`config.mk`:
```
export PLATFORM = sky130hd
export DESIGN_NAME = cpu_stage_sequencer
export DESIGN_NICKNAME = d
export VERILOG_FILES = /design/src/rtl/cpu_stage_sequencer.sv
export SDC_FILE = /design/constraint.sdc
export NUM_CORES = 1
export LEC_CHECK = 0
export ABC_AREA = 0
export ABC_CLOCK_PERIOD_IN_PS = 1930
export CAP_MARGIN = 20
export CELL_PAD_IN_SITES_DETAIL_PLACEMENT = 1
export CELL_PAD_IN_SITES_GLOBAL_PLACEMENT = 1
export CORE_MARGIN = 3
export CORE_UTILIZATION = 30
export CTS_BUF_LIST = sky130_fd_sc_hd__clkbuf_4 sky130_fd_sc_hd__clkbuf_8
export CTS_CLUSTER_DIAMETER = 80
export DETAILED_ROUTE_END_ITERATION = 12
export PLACE_DENSITY_LB_ADDON = 0.25
export SYNTH_ARGS = -nofsm -noshare
export SYNTH_HDL_FRONTEND = slang
export SYNTH_SLANG_ARGS = --single-unit
```
`constraint.sdc`:
```
create_clock -name clk -period 1.93 [get_ports clk]
set_input_delay 0.386 -clock clk [delete_from_list [all_inputs] [get_ports clk]]
set_output_delay 0.386 -clock clk [all_outputs]
set_load 0.03 [all_outputs]
```
`src/rtl/cpu_stage_sequencer.sv`:
```
// cpu_stage_sequencer
// Walks the SM5xx core through fetch / optional second fetch / execute /
// PC+RAM-address commit for each instruction, and owns the skip and
// CEND halt/wake control flow requested by the instruction tasks.
// Every strobe is registered on the clk_en edge of the stage that issues
// it, so it is high for exactly one clk cycle after that edge.
module cpu_stage_sequencer #(
    parameter logic [3:0] LAX_OPCODE_HI = 4'h2,
    parameter logic [2:0] RESET_STAGE   = 3'd0
) (
    input  logic       clk,
    input  logic       reset_n,
    input  logic       clk_en,
    input  logic [7:0] rom_data,
    input  logic       is_two_byte,
    input  logic       skip_req,
    input  logic       skip_if_lax_req,
    input  logic       halt_req,
    input  logic       wake,
    output logic [2:0] stage,
    output logic [7:0] opcode,
    output logic [7:0] operand,
    output logic [7:0] last_opcode,
    output logic       pc_inc,
    output logic       exec_en,
    output logic       commit,
    output logic       halted,
    output logic       skipping
);

    localparam logic [2:0] ST_FETCH   = 3'd0;
    localparam logic [2:0] ST_FETCH2  = 3'd1;
    localparam logic [2:0] ST_EXECUTE = 3'd2;
    localparam logic [2:0] ST_LOAD_PC = 3'd3;
    localparam logic [2:0] ST_HALT    = 3'd4;

    logic [2:0] r_stage;
    logic [2:0] w_stage_next;
    logic [7:0] r_opcode;
    logic [7:0] r_operand;
    logic [7:0] r_last_opcode;
    logic       r_skipping;
    logic       r_skip_pending;
    logic       r_lax_pending;
    logic       r_halt_latched;
    logic       r_pc_inc;
    logic       r_exec_en;
    logic       r_commit;
    logic       w_pc_inc_next;
    logic       w_exec_en_next;
    logic       w_commit_next;
    logic       w_lax_match;
    logic       w_skip;

    // A pending LAX skip only applies when the fetched opcode is itself a LAX.
    assign w_lax_match = (rom_data[7:4] == LAX_OPCODE_HI);
    assign w_skip      = r_skip_pending | (r_lax_pending & w_lax_match);

    // Stage register; reset aborts whatever instruction is in flight.
    always_ff @(posedge clk or negedge reset_n) begin
        if (!reset_n) begin
            r_stage <= RESET_STAGE;
        end else begin
            r_stage <= w_stage_next;
        end
    end

    // Next-stage decode; nothing moves without a CPU tick.
    always_comb begin
        w_stage_next = r_stage;
        if (clk_en) begin
            case (r_stage)
                ST_FETCH:   w_stage_next = is_two_byte ? ST_FETCH2 : ST_EXECUTE;
                ST_FETCH2:  w_stage_next = ST_EXECUTE;
                ST_EXECUTE: w_stage_next = ST_LOAD_PC;
                ST_LOAD_PC: w_stage_next = r_halt_latched ? ST_HALT : ST_FETCH;
                ST_HALT:    w_stage_next = wake ? ST_FETCH : ST_HALT;
                default:    w_stage_next = ST_FETCH;
            endcase
        end
    end

    // Strobe decode for the stage acting on this tick; skipped instructions never execute.
    always_comb begin
        w_pc_inc_next  = clk_en && ((r_stage == ST_FETCH) || (r_stage == ST_FETCH2));
        w_exec_en_next = clk_en && (r_stage == ST_EXECUTE) && !r_skipping;
        w_commit_next  = clk_en && (r_stage == ST_LOAD_PC);
    end

    // Strobe registers: one-cycle pulses following the issuing tick.
    always_ff @(posedge clk or negedge reset_n) begin
        if (!reset_n) begin
            r_pc_inc  <= 1'b0;
            r_exec_en <= 1'b0;
            r_commit  <= 1'b0;
        end else begin
            r_pc_inc  <= w_pc_inc_next;
            r_exec_en <= w_exec_en_next;
            r_commit  <= w_commit_next;
        end
    end

    // Instruction bytes and skip/halt bookkeeping; pending skips survive HALT untouched.
    always_ff @(posedge clk or negedge reset_n) begin
        if (!reset_n) begin
            r_opcode       <= 8'h00;
            r_operand      <= 8'h00;
            r_last_opcode  <= 8'h00;
            r_skipping     <= 1'b0;
            r_skip_pending <= 1'b0;
            r_lax_pending  <= 1'b0;
            r_halt_latched <= 1'b0;
        end else if (clk_en) begin
            case (r_stage)
                ST_FETCH: begin
                    r_opcode       <= rom_data;
                    r_skipping     <= w_skip;
                    r_skip_pending <= 1'b0;
                    r_lax_pending  <= 1'b0;
                    if (!is_two_byte) begin
                        r_operand <= 8'h00;
                    end
                end
                ST_FETCH2: begin
                    r_operand <= rom_data;
                end
                ST_EXECUTE: begin
                    // A skipped instruction cannot request anything of its own.
                    r_skip_pending <= skip_req & ~r_skipping;
                    r_lax_pending  <= skip_if_lax_req & ~r_skipping;
                    r_halt_latched <= halt_req & ~r_skipping;
                    if (!r_skipping) begin
                        r_last_opcode <= r_opcode;
                    end
                end
                ST_LOAD_PC: begin
                    r_skipping     <= 1'b0;
                    r_halt_latched <= 1'b0;
                end
                default: begin
                end
            endcase
        end
    end

    assign stage       = r_stage;
    assign opcode      = r_opcode;
    assign operand     = r_operand;
    assign last_opcode = r_last_opcode;
    assign pc_inc      = r_pc_inc;
    assign exec_en     = r_exec_en;
    assign commit      = r_commit;
    assign halted      = (r_stage == ST_HALT);
    assign skipping    = r_skipping;

endmodule

```
== After elaboration in Yosys (flattened, before gate mapping) ==
Cells that the tools add are included.
W data, S select, Z words.

* Bits in read-only memories: 0
* Output and inout bits: 32
* Bits in latches: 0
* Memories: 0
* RAM bits: 0
* Register bits: 34
* Logic and storage cells: 50

* Multipliers: 0
* Reductions and logical operators: 17
* $add $sub $neg: 0
* Divide/modulo/power cells: 0
* Muxes and demuxes: 10
* Magnitude comparators: 0
* Bitwise operators: 6
* Shift operators: 0
* Equality and inequality tests: 6

{| class="wikitable"
|+ Operators by type and width
! kind !! count
|-
| $pmux W8 S2 || 1
|-
| $pmux W3 S5 || 1
|-
| $mux W8 || 1
|-
| $pmux W1 S2 || 4
|-
| $reduce_and A2 Y1 || 4
|-
| $reduce_bool A2 Y1 || 4
|-
| $eq A3 B2 Y1 const B || 2
|-
| $mux W3 || 2
|-
| $reduce_and A3 Y1 || 2
|-
| $and A1 B1 Y1 || 4
|-
| $eq A4 B2 Y1 const B || 1
|-
| $logic_and A1 B1 Y1 || 4
|-
| $eq A3 B1 Y1 const B || 1
|-
| $eq A3 B3 Y1 const B || 1
|-
| $logic_not A3 Y1 || 1
|-
| $mux W2 || 1
|-
| $ne A2 B2 Y1 const B || 1
|-
| $logic_not A1 Y1 || 1
|-
| $logic_or A1 B1 Y1 || 1
|-
| $not A1 Y1 || 1
|-
| $or A1 B1 Y1 || 1
|}

== Logic depth before layout (Yosys ltp) ==
* Depth after elaboration: 4
* Mapped depth: 5

== Worst setup path before layout ==
Ideal clock, no wire load.

* Path kind: flip-flop to output port
* Start: reg r_stage[1], in the netlist stage[1]
* End: out halted
* Path buffers: 1
* Stages on the path, launching flop included: 3
* Arrival: 1,504 ps
* Required time: 1,544 ps
* Slack: 40 ps
* Cells stage by stage: dfrtp_1 > clkbuf_1 > nor3b_1

* Cells in the longest elaborated chain, start to end: 1

{| class="wikitable"
|+ Ends and longest elaborated chain
! what !! line !! RTL
|-
| start: declaration || 37 || <nowiki>logic [2:0] r_stage;</nowiki>
|-
| start signal: assignment || 64 || <nowiki>r_stage <= w_stage_next;</nowiki>
|-
| $eq A3 B3 Y1 || 153 || <nowiki>assign halted = (r_stage == ST_HALT);</nowiki>
|-
| end: declaration || 27 || <nowiki>output logic halted,</nowiki>
|}

Every way passes these cells.

== Worst setup path after layout ==
* Start: reg r_stage[2], in the netlist stage[2]
* End: out stage[2]

{| class="wikitable"
|+ RTL lines
! what !! line !! RTL
|-
| end: declaration || 20 || <nowiki>output logic [2:0] stage,</nowiki>
|}

No word-level cell between the ends.

==> results.ini <==
[run_status]
outcome = complete, no violations

[floorplan]
dieWidth_um = 75.2
dieArea_um2 = 5650
core_area_um2 = 4470
initial_core_util_pct = 32.1
ios = 48
dieHeight_um = 75.2
rows = 24

[global_route]
track_usage_pct = 14.0
grt_pass1_wl_um = 5780
grt_pass1_vias = 1208
grt_max_degree = 35
gr-total-overflow = 0
antenna_found_initial = 0

[logic_synthesis]
synth_commonest_cells = dfrtp_1 (34), nand2_1 (10), inv_1 (9), mux2i_1 (9)
ys_seq_area_share_pct = 59.3
ys_seq_elements = 34
async_flop_share_pct = 100
avgSynthCellArea_um2 = 13.2
synth_area_leaders = dfrtp_1 (59%), mux2_4 (8.4%), mux2i_1 (6.3%), mux2_2 (6.3%), nand2_1 (2.6%)
syn_area_um2 = 1440
yosys_warnings = 0
ys.flop_type = dfrtp_1
synth_top_area_share_pct = 59.3
yosys.area.top_type = dfrtp_1
syn-num-nets = 125
synth_cells = 109
synth.distinct_cells = 27
synth_edf_count = 0
yosysMostFrequentCell = dfrtp_1

[critical_path]
worst_path_largest_cell_delay_ns = 0.67
crit_chain = buf_4 > clkdlybuf4s50_1
critical_path.endpoint = stage[2]
critPathMaxFanout = 6
r2r_end = opcode[2]
r2r_slack_ns = 0.31
reg2reg_depth = 5
crit_path_start = stage[2]
required_ns = 1.54
start_kind = register
endpoint_kind = output port
worstPathArrival_ns = 1.48
r2r_start = stage[2]
critPathKind = register to output port
slowest_stage = clkdlybuf4s50_1

[routing]
vias_per_cell = 4.75
dr.pass1.iters = 2
drt_iter0_drc = 34
vias = 1063
drtAntennaViolNets = 0
post_drt_wl_per_cell_um = 16.1
postRouteWirelength_um = 3600
drc_errors = 0

[flow_run]
cap_violations = 0

[sta]
fin_skew_ns = 0.00276
clock.fmax_mhz = 537
slew_headroom_pct = 65.1
hold_viol_final = 0
grt_setup_unrepaired = no
setup_violations = 0
fin_crit_sh_pct = 96.5
worst_pin_slew_ns = 0.521
period_needed_ns = 1.86
fin_setup_tns_ns = 0
drv_slew = 0

[clocking]
cts-root-buf = clkbuf_8
clk_pin_slew_worst_paths_ns = 0.07
clk_latency_ns = 0.28
clock_path_buffers = 2
cts_tree = done
ctsHtreeMaxLevel = 2
cts_buffers = 5
clock-sinks = 34

[final_layout]
area_growth_syn_to_layout_pct = 48.7
nets = 187
final_cell_count_no_fill = 224
antennaDiodeCount = 0
drive_gt1_share_pct = 22.7

[power_and_ir_drop]
p_leak_uw = 0.00101
irDropWorstVdd_v = 0.000685
p_per_area_nw_per_um2 = 1810

[placed_design]
hpwl_um = 2680
port-buffer-count = 47
placedCellCount = 216
globalplace.congestion = 0.757

[min_path]
hold_class = input pin to asynchronous set/reset pin

metal layers:
layer / GRT usage, % / wire [um]
met5: 0 / 0
met4: 5.24 / 61
met3: 4.27 / 185
met2: 21.4 / 1680
met1: 18.6 / 1660
final cells by class:
class,count,area [um^2]
Tap cell,52,65.1
Sequential cell,34,851
Timing Repair Buffer,59,564
Clock buffer,7,90.1
Fill cell,480,2340
Multi-Input combinational cell,61,522
Inverter,10,37.5
Clock inverter,1,5.00
report_power, final:
part           internal, uW  switching (uW)
Clock                   302             257
Sequential             1040             211
Combinational           964            1080
cells in the final DEF, fill, tap and decap left out, drive strengths merged, types with 2 or more instances in the layout:
| cell type | synthesis | routed |
|---|---|---|
| buf | 3 | 12 |
| nor2b | 2 | 2 |
| mux2i | 9 | 9 |
| dlymetal6s2s | 0 | 2 |
| mux2 | 16 | 16 |
| clkbuf | 1 | 7 |
| nor3b | 2 | 2 |
| nor2 | 3 | 3 |
| clkdlybuf4s50 | 0 | 44 |
| o21ai | 2 | 2 |
| a22o | 4 | 4 |
| dfrtp | 34 | 34 |
| or3 | 2 | 2 |
| nand2 | 10 | 10 |
| a21oi | 2 | 2 |
| inv | 10 | 10 |
| nand2b | 2 | 2 |
flip-flops by register name, indices dropped and copies added (netlist names):
signal and cells:
commit 1, pc_inc 1, stage 3, operand 8, skipping 1, r_lax_pending 1, r_halt_latched 1, last_opcode 8
exec_en 1, r_skip_pending 1, opcode 8
critical path: cells and delay by family, from the launching register on:
kind | cells | cell delay [ns]
flops | 1 | 0.36
buf+inv | 2 | 0.83
through the flow:
stage | power (uW) | hold WS, ns | utilization [%] | cell area [um^2] | setup slack [ns]
2_1_floorplan | 2440 | 0.0904 | - | 1440 | 0.0399
3_3_place_gp | 3270 | 0.487 | 45.5 | 2040 | -0.00572
3_5_place_dp | 3340 | 0.493 | 45.5 | 2040 | -0.0541
4_1_cts | 3920 | 0.513 | 47.6 | 2130 | 0.0120
5_1_grt | 4080 | 0.532 | 47.7 | 2130 | 0.0262
6_report | 3860 | 0.507 | 47.7 | 2130 | 0.0683
cells by family after synthesis:
logic type      Yosys count  share of synthesized area, %
compound gates           11                          5.58
buf+inv                  14                          4.36
flops                    34                          59.3
mux                      25                          20.9
simple gates             25                          9.85
what timing repair did:
action                                  in CTS  in global routing
resized for setup                            1                  2
endpoints found under the setup margin       1                  2
setup buffers                                0                  0
hold buffers                                 0                  0
worst min-delay path by stage:
stage          slack, ns  depth (start not counted)           start             end
2_1_floorplan       0.09                          0         reset_n          commit
3_3_place_gp        0.49                          1  r_halt_latched  r_halt_latched
3_5_place_dp        0.49                          1  r_skip_pending  r_skip_pending
4_1_cts             0.51                          1  r_skip_pending  r_skip_pending
5_1_grt             0.53                          1  last_opcode[4]  last_opcode[4]
6_report            0.51                          2         reset_n  last_opcode[0]
No activity file was read; power rests on OpenSTA's default activity.
